File: src/rtl/core_mem_pkg.sv
// Shared definitions for the memory-access stage.
//   MEM_OP_*        : funct3 encodings of the load/store width
//   mem_state_e     : bus handshake FSM states
//   mem_misaligned  : natural-alignment check for a given width and addr[1:0]
package core_mem_pkg;

    localparam logic [2:0] MEM_OP_B  = 3'b000;
    localparam logic [2:0] MEM_OP_H  = 3'b001;
    localparam logic [2:0] MEM_OP_W  = 3'b010;
    localparam logic [2:0] MEM_OP_BU = 3'b100;
    localparam logic [2:0] MEM_OP_HU = 3'b101;

    typedef enum logic [1:0] {
        S_IDLE = 2'd0,
        S_REQ  = 2'd1,
        S_RSP  = 2'd2,
        S_DONE = 2'd3
    } mem_state_e;

    function automatic logic mem_misaligned(input logic [2:0] op, input logic [1:0] addr_lo);
        logic mis;
        mis = 1'b0;
        case (op)
            MEM_OP_H, MEM_OP_HU: mis = addr_lo[0];
            MEM_OP_W:            mis = (addr_lo != 2'b00);
            default:             mis = 1'b0;
        endcase
        return mis;
    endfunction

endpackage

File: src/rtl/core_mem_align.sv
// Byte-lane logic for a 32-bit data bus (combinational).
//   op, addr_lo : access width (funct3) and byte offset within the word
//   sdata       : store data, low bits significant
//   rdata       : raw bus read word
//   wstrb/wdata : byte enables and lane-replicated store data
//   ldata       : load result, shifted down and sign/zero extended
module core_mem_align
    import core_mem_pkg::*;
(
    input  logic [2:0]  op,
    input  logic [1:0]  addr_lo,
    input  logic [31:0] sdata,
    input  logic [31:0] rdata,
    output logic [3:0]  wstrb,
    output logic [31:0] wdata,
    output logic [31:0] ldata
);

    logic [7:0]  lbyte;
    logic [15:0] lhalf;

    always_comb begin
        wstrb = 4'hF;
        wdata = sdata;
        case (op)
            MEM_OP_B: begin
                wstrb = 4'b0001 << addr_lo;
                wdata = {4{sdata[7:0]}};
            end
            MEM_OP_H: begin
                // addr_lo[0] deliberately ignored: the half lane is picked by addr[1] only
                wstrb = 4'b0011 << {addr_lo[1], 1'b0};
                wdata = {2{sdata[15:0]}};
            end
            default: ;
        endcase
    end

    always_comb begin
        lbyte = rdata[{addr_lo, 3'b000} +: 8];
        lhalf = rdata[{addr_lo[1], 4'b0000} +: 16];
        case (op)
            MEM_OP_B:  ldata = {{24{lbyte[7]}}, lbyte};
            MEM_OP_H:  ldata = {{16{lhalf[15]}}, lhalf};
            MEM_OP_BU: ldata = {24'h0, lbyte};
            MEM_OP_HU: ldata = {16'h0, lhalf};
            default:   ldata = rdata;
        endcase
    end

endmodule

File: src/rtl/core_mem.sv
// Memory-access pipeline stage: EX/MEM in, data-bus master, MEM/WB out.
//   em_*  : EX/MEM entry (valid/ready handshake)
//   bus_* : data-bus request/response; request fields are zero outside S_REQ
//   mw_*  : MEM/WB entry plus the bypass/hazard view of the held entry
// Non-memory entries pass in one cycle; loads/stores run the S_REQ/S_RSP/S_DONE FSM.
// Optional: define CORE_MEM_MISALIGN_CHECK_EN to add misalign_valid/misalign_addr
// and skip the bus for misaligned half/word accesses.
module core_mem
    import core_mem_pkg::*;
#(
    parameter int ADDR_W = 32,
    parameter int XLEN   = 32
) (
    input  logic              clk,
    input  logic              rest,
    input  logic              em_valid,
    output logic              em_ready,
    input  logic [XLEN-1:0]   em_reg_data_mem_addr,
    input  logic [XLEN-1:0]   em_csr_data_mem_data,
    input  logic              em_mem_read,
    input  logic              em_mem_write,
    input  logic [2:0]        em_mem_op,
    input  logic [4:0]        em_rd,
    input  logic              em_reg_write,
    input  logic [11:0]       em_csr,
    input  logic              em_csr_write,
    output logic              bus_req_valid,
    input  logic              bus_req_ready,
    output logic [ADDR_W-1:0] bus_addr,
    output logic              bus_we,
    output logic [3:0]        bus_wstrb,
    output logic [XLEN-1:0]   bus_wdata,
    input  logic              bus_rsp_valid,
    input  logic [XLEN-1:0]   bus_rdata,
    output logic              mw_valid,
    input  logic              mw_ready,
    output logic [XLEN-1:0]   mw_reg_write_data,
    output logic [XLEN-1:0]   mw_csr_data,
    output logic [4:0]        mw_rd,
    output logic              mw_reg_write,
    output logic [11:0]       mw_csr,
    output logic              mw_csr_write,
    output logic              mw_mem_read_data_valid
`ifdef CORE_MEM_MISALIGN_CHECK_EN
    ,
    output logic              misalign_valid,
    output logic [ADDR_W-1:0] misalign_addr
`endif
);

    mem_state_e        state_q, state_d;
    logic [ADDR_W-1:0] addr_q, addr_d;
    logic [2:0]        op_q, op_d;
    logic [XLEN-1:0]   sdata_q, sdata_d;
    logic              we_q, we_d;
    logic              mw_valid_q, mw_valid_d;
    logic              mw_rdv_q, mw_rdv_d;
    logic [XLEN-1:0]   mw_data_q, mw_data_d;
    logic [XLEN-1:0]   mw_csr_data_q, mw_csr_data_d;
    logic [4:0]        mw_rd_q, mw_rd_d;
    logic              mw_reg_write_q, mw_reg_write_d;
    logic [11:0]       mw_csr_q, mw_csr_d;
    logic              mw_csr_write_q, mw_csr_write_d;
`ifdef CORE_MEM_MISALIGN_CHECK_EN
    logic              mis_valid_q, mis_valid_d;
    logic [ADDR_W-1:0] mis_addr_q, mis_addr_d;
`endif

    logic              accept;
    logic              is_mem;
    logic              skip_bus;
    logic [3:0]        al_wstrb;
    logic [XLEN-1:0]   al_wdata;
    logic [XLEN-1:0]   al_ldata;

    core_mem_align u_align (
        .op      (op_q),
        .addr_lo (addr_q[1:0]),
        .sdata   (sdata_q),
        .rdata   (bus_rdata),
        .wstrb   (al_wstrb),
        .wdata   (al_wdata),
        .ldata   (al_ldata)
    );

    assign em_ready = (state_q == S_IDLE) && (!mw_valid_q || mw_ready);
    assign accept   = em_valid && em_ready;
    assign is_mem   = em_mem_read || em_mem_write;

`ifdef CORE_MEM_MISALIGN_CHECK_EN
    assign skip_bus = mem_misaligned(em_mem_op, em_reg_data_mem_addr[1:0]);
`else
    assign skip_bus = 1'b0;
`endif

    // Request fields are masked outside S_REQ so reset/idle shows an all-zero bus.
    assign bus_req_valid = (state_q == S_REQ);
    assign bus_addr      = bus_req_valid ? {addr_q[ADDR_W-1:2], 2'b00} : '0;
    assign bus_we        = bus_req_valid && we_q;
    assign bus_wstrb     = (bus_req_valid && we_q) ? al_wstrb : 4'h0;
    assign bus_wdata     = (bus_req_valid && we_q) ? al_wdata : '0;

    assign mw_valid               = mw_valid_q;
    assign mw_mem_read_data_valid = mw_rdv_q;
    assign mw_reg_write_data      = mw_data_q;
    assign mw_csr_data            = mw_csr_data_q;
    assign mw_rd                  = mw_rd_q;
    assign mw_reg_write           = mw_reg_write_q;
    assign mw_csr                 = mw_csr_q;
    assign mw_csr_write           = mw_csr_write_q;
`ifdef CORE_MEM_MISALIGN_CHECK_EN
    assign misalign_valid = mis_valid_q;
    assign misalign_addr  = mis_addr_q;
`endif

    always_comb begin
        state_d        = state_q;
        addr_d         = addr_q;
        op_d           = op_q;
        sdata_d        = sdata_q;
        we_d           = we_q;
        mw_valid_d     = mw_valid_q;
        mw_rdv_d       = mw_rdv_q;
        mw_data_d      = mw_data_q;
        mw_csr_data_d  = mw_csr_data_q;
        mw_rd_d        = mw_rd_q;
        mw_reg_write_d = mw_reg_write_q;
        mw_csr_d       = mw_csr_q;
        mw_csr_write_d = mw_csr_write_q;
`ifdef CORE_MEM_MISALIGN_CHECK_EN
        mis_valid_d    = 1'b0;
        mis_addr_d     = mis_addr_q;
`endif
        case (state_q)
            S_IDLE: begin
                if (mw_valid_q && mw_ready) begin
                    mw_valid_d = 1'b0;
                    mw_rdv_d   = 1'b0;
                end
                if (accept) begin
                    mw_rd_d        = em_rd;
                    mw_csr_d       = em_csr;
                    mw_csr_write_d = em_csr_write;
                    mw_csr_data_d  = em_csr_data_mem_data;
                    if (!is_mem) begin
                        mw_valid_d     = 1'b1;
                        mw_rdv_d       = 1'b1;
                        mw_data_d      = em_reg_data_mem_addr;
                        mw_reg_write_d = em_reg_write;
                    end else begin
                        // rd/reg_write become visible now so the bypass can stall on them
                        mw_valid_d     = 1'b0;
                        mw_rdv_d       = 1'b0;
                        mw_data_d      = '0;
                        mw_reg_write_d = em_reg_write && em_mem_read;
                        addr_d         = em_reg_data_mem_addr[ADDR_W-1:0];
                        op_d           = em_mem_op;
                        sdata_d        = em_csr_data_mem_data;
                        we_d           = !em_mem_read;   // read wins when both are set
                        state_d        = S_REQ;
                        if (skip_bus) begin
                            state_d        = S_DONE;
                            mw_valid_d     = 1'b1;
                            mw_rdv_d       = 1'b1;
                            mw_reg_write_d = 1'b0;
`ifdef CORE_MEM_MISALIGN_CHECK_EN
                            mis_valid_d    = 1'b1;
                            mis_addr_d     = em_reg_data_mem_addr[ADDR_W-1:0];
`endif
                        end
                    end
                end
            end
            S_REQ: begin
                if (bus_req_ready) begin
                    if (we_q) begin
                        // posted write: no response, complete immediately
                        state_d    = S_DONE;
                        mw_valid_d = 1'b1;
                        mw_rdv_d   = 1'b1;
                    end else begin
                        state_d = S_RSP;
                    end
                end
            end
            S_RSP: begin
                if (bus_rsp_valid) begin
                    state_d    = S_DONE;
                    mw_data_d  = al_ldata;
                    mw_valid_d = 1'b1;
                    mw_rdv_d   = 1'b1;
                end
            end
            S_DONE: begin
                if (mw_ready) begin
                    state_d    = S_IDLE;
                    mw_valid_d = 1'b0;
                    mw_rdv_d   = 1'b0;
                end
            end
            default: state_d = S_IDLE;
        endcase
    end

    always_ff @(posedge clk or negedge rest) begin
        if (!rest) begin
            state_q        <= S_IDLE;
            addr_q         <= '0;
            op_q           <= '0;
            sdata_q        <= '0;
            we_q           <= 1'b0;
            mw_valid_q     <= 1'b0;
            mw_rdv_q       <= 1'b0;
            mw_data_q      <= '0;
            mw_csr_data_q  <= '0;
            mw_rd_q        <= '0;
            mw_reg_write_q <= 1'b0;
            mw_csr_q       <= '0;
            mw_csr_write_q <= 1'b0;
`ifdef CORE_MEM_MISALIGN_CHECK_EN
            mis_valid_q    <= 1'b0;
            mis_addr_q     <= '0;
`endif
        end else begin
            state_q        <= state_d;
            addr_q         <= addr_d;
            op_q           <= op_d;
            sdata_q        <= sdata_d;
            we_q           <= we_d;
            mw_valid_q     <= mw_valid_d;
            mw_rdv_q       <= mw_rdv_d;
            mw_data_q      <= mw_data_d;
            mw_csr_data_q  <= mw_csr_data_d;
            mw_rd_q        <= mw_rd_d;
            mw_reg_write_q <= mw_reg_write_d;
            mw_csr_q       <= mw_csr_d;
            mw_csr_write_q <= mw_csr_write_d;
`ifdef CORE_MEM_MISALIGN_CHECK_EN
            mis_valid_q    <= mis_valid_d;
            mis_addr_q     <= mis_addr_d;
`endif
        end
    end

endmodule
File: config.mk
export PLATFORM = sky130hd
export DESIGN_NAME = core_mem
export DESIGN_NICKNAME = d
export VERILOG_FILES = /design/src/rtl/core_mem_pkg.sv /design/src/rtl/core_mem_align.sv /design/src/rtl/core_mem.sv
export SDC_FILE = /design/constraint.sdc
export NUM_CORES = 1
export LEC_CHECK = 0
export CAP_MARGIN = 20
export CORE_MARGIN = 1
export CORE_UTILIZATION = 47
export CTS_BUF_LIST = sky130_fd_sc_hd__clkbuf_4 sky130_fd_sc_hd__clkbuf_8
export CTS_CLUSTER_SIZE = 30
export DETAILED_ROUTE_END_ITERATION = 16
export HOLD_SLACK_MARGIN = 0.06
export PLACE_DENSITY = 0.95
export SLEW_MARGIN = 20
export SYNTH_ARGS = -nofsm -noshare
export SYNTH_HDL_FRONTEND = slang
export SYNTH_SLANG_ARGS = --single-unit
File: constraint.sdc
create_clock -name clk -period 2.7 [get_ports clk]
set_input_delay 0.81 -clock clk [delete_from_list [all_inputs] [get_ports clk]]
set_output_delay 0.81 -clock clk [all_outputs]
set_load 0.03 [all_outputs]
==> metrics.md <==
| Metric | Value |
|---|---|
| Tot GR Track Use | `29.9%` |
| Share of layout cells above drive strength 1 | `23.0%` |
| CP Data Required Time | `1890 ps` |
| Worst slew pin tran | `650 ps` |
| Post-synth EDFFs | `0` |
| Final Hold Viols | `0` |
| Die area | `0.0171 mm²` |
| Core Region | `0.0161 mm²` |
| Gpl congestion | `0.929` |
| Vias post-DR | `7406` |
| Antenna violations before repair | `0` |
| Avg WL per Cell | `20.1 µm` |
| First drt pass iteration count | `5` |
| IR drop worst, VDD | `699 µV` |
| Max Transition Viols Final | `0` |
| Clk pin slew, worst setup/hold paths | `90 ps` |
| Total wire length | `26000 µm` |
| Post-synthesis register bit count | `154` |
| Deepest clock path buffer count | `2` |
| Worst setup margin | `-37.1 ps` |
| # IOs | `282` |
| Cts bufs inserted | `17` |
| Final-stage net count | `1194` |
| Clock sinks | `154` |
| Synth-to-layout area growth | `46.8%` |
| Final Non-Filler Cells | `1292` |
| FFs w/ async S/R, synth | `100%` |
| Count of cell types in the netlist | `53` |
| Max Clk Rate | `365 MHz` |
| Minimum clock period after layout | `2740 ps` |
| Top cell type's share of synthesized area | `49.3%` |
| RSZ-0062 raised after global routing | `true` |
| Post-synthesis cell count | `783` |
| Cts-stage hold buffer count | `0` |
| Congestion Overflow GR | `0` |
| Top cells by area, synth | `dfrtp_1, nand2_1, mux2_2` |
| Failing checks | `setup timing` |
| Die W | `131 µm` |
| Largest net degree at the start of global routing | `54` |
| Final setup viols | `4` |
| Initial core utilization | `48.6%` |
| Worst relative slew slack | `56.5%` |
| Area leader, netlist | `dfrtp_1` |
| Pre-CTS setup slack | `59.2 ps` |
| Synth warn | `0` |
| First-pass GRT wire length | `38200 µm` |
| # rows | `46` |
| # DRC | `0` |
| Die Ht | `131 µm` |
| CP Launch Type | `register` |
| PortBufs | `279` |
| Dpl cells | `1249` |
| Vias in the first global route | `7143` |
| DR vias/cell | `5.73` |
| Netlist Area Pre-Place | `0.00781 mm²` |
| Status | `finished with violations` |
| Nature of the critical path endpoint | `primary output` |
| Arrival @ worst endpoint | `1930 ps` |
| Post-route clock skew | `13.7 ps` |
| Hpwl dp | `18100 µm` |
| # H-tree levels | `4` |
| Most used DFF post-synth | `dfrtp_1` |
| Ant diodes | `0` |
| CP Max Fanout | `14` |
| Clock root cell | `clkbuf_8` |
| Worst min path class | `input port to async pin` |
| Leak | `5.15 nW` |
| DR iter-0 viols | `617` |
| WS Path Type | `register to primary output` |
| Pwr Density | `1280 mW/mm²` |
| Max Cap Viol | `0` |
| Sequential cell area fraction in the yosys report | `49.3%` |
| CTS tree | `built` |
| Clock Latency Late Sink | `470 ps` |
| Final ANT Viol Nets | `0` |
| Mean Syn Cell Area | `9.98 µm²` |
| Tcrit/Tclk final | `101%` |
## state kept, by name (all words and copies together), names as in the netlist
signal	flops
addr_q	32
mw_csr_data	32
mw_reg_write_data	32
sdata_q	32
mw_csr	12
mw_rd	5
op_q	3
state_q	2
mw_csr_write	1
mw_mem_read_data_valid	1
mw_reg_write	1
we_q	1
## timing repair
| action | 4_1_cts | 5_1_grt |
|---|---|---|
| cloned | 0 | 1 |
| setup buffers | 4 | 6 |
| resized for setup | 14 | 30 |
| setup endpoints to repair | 56 | 57 |
| pin swaps | 2 | 5 |
| hold endpoints to repair | 0 | 0 |
## power breakdown
part           switching, W  total (W)  internal [W]
combinational       0.00508    0.00873       0.00365
sequential         0.000747    0.00417       0.00343
clock              0.000935    0.00180      0.000862
## Yosys cell counts, drive strengths merged (15+ instances only)
| cell type | instances |
|---|---|
| clkbuf | 33 |
| a211oi | 38 |
| nor2 | 26 |
| a21oi | 44 |
| o21ai | 23 |
| mux2i | 33 |
| and2 | 31 |
| buf | 31 |
| dfrtp | 154 |
| a2111oi | 15 |
| mux2 | 75 |
| nand2 | 189 |
## cells in the final DEF, fill, tap and decap left out, drive strengths merged, types with 9 or more instances in the layout
cell / instances
clkdlybuf4s50: 209
nand2: 189
dfrtp: 154
buf: 114
mux2: 75
a21oi: 44
a211oi: 38
mux2i: 33
and2: 31
nor2: 26
o21ai: 23
clkbuf: 20
a2111oi: 15
inv: 11
and3: 9
nor3: 9
## final timing paths
| check | start | to | slack [ps] | cells after the start |
|---|---|---|---|---|
| setup / recovery | op_q[1] | bus_wdata[28] | -40 | 6 |
| hold / removal | rest | addr_q[8] | 290 | 1 |
| setup reg to reg | state_q[0] | mw_reg_write_data[6] | 440 | 7 |
| hold reg to reg | mw_csr_data[18] | mw_csr_data[18] | 480 | 2 |
| max in group asynchronous | rest | addr_q[27] | 1610 | 2 |
| min in group clk | mw_csr_data[18] | mw_csr_data[18] | 480 | 2 |
## layer usage
metal  wire, µm  share of wire (%)  vias up  global-route usage (%)
met2      12900                 50      411                    49.3
li1           -                  -     3296                       -
met3       2150                8.3       80                    7.70
met1       9980                 38     3619                    35.9
met5          0                  0        -                       0
met4        986                3.8        0                    16.0
## area by class of cell
class,count,area [µm²]
tap,216,270
clock inverter,13,145
sequential,154,3850
fill,1108,4590
clock buffer,19,255
multi-input combinational,557,3730
inverter,9,33.8
timing repair buffer,324,3170
## logic make-up after synthesis
group                      count (synthesis)  synth area share, %
DFF                                      154                 49.3
AOI/OAI and AO/OA                        148                 13.1
other                                      1               0.0480
buffers and inverters                     73                 4.58
and+or+nand+nor                          294                 17.0
muxes                                    108                 15.1
adders and majority gates                  5                0.801
## critical path, cell delays in order, from the launching register on
cell and delay [ps]:
dfrtp_1 430, buf_6 160, nor2_4 170, buf_12 170
nor2_1 70, a211oi_2 240, buf_4 210
## metrics by stage
step                      total power [W]  utilization (%)  instance area, µm²  setup TNS, ps  hold WS [ps]
after CTS                          0.0143             70.2               11300              0           292
final                              0.0147             71.4               11500           -100           286
after global placement             0.0120             67.2               10800              0           458
after floorplan                   0.00920                -                7830          -1610           456
after detailed placement           0.0123             67.2               10800              0           461
after global routing               0.0154             71.4               11500          -1010           298
No activity file was read; power rests on OpenSTA's default activity.
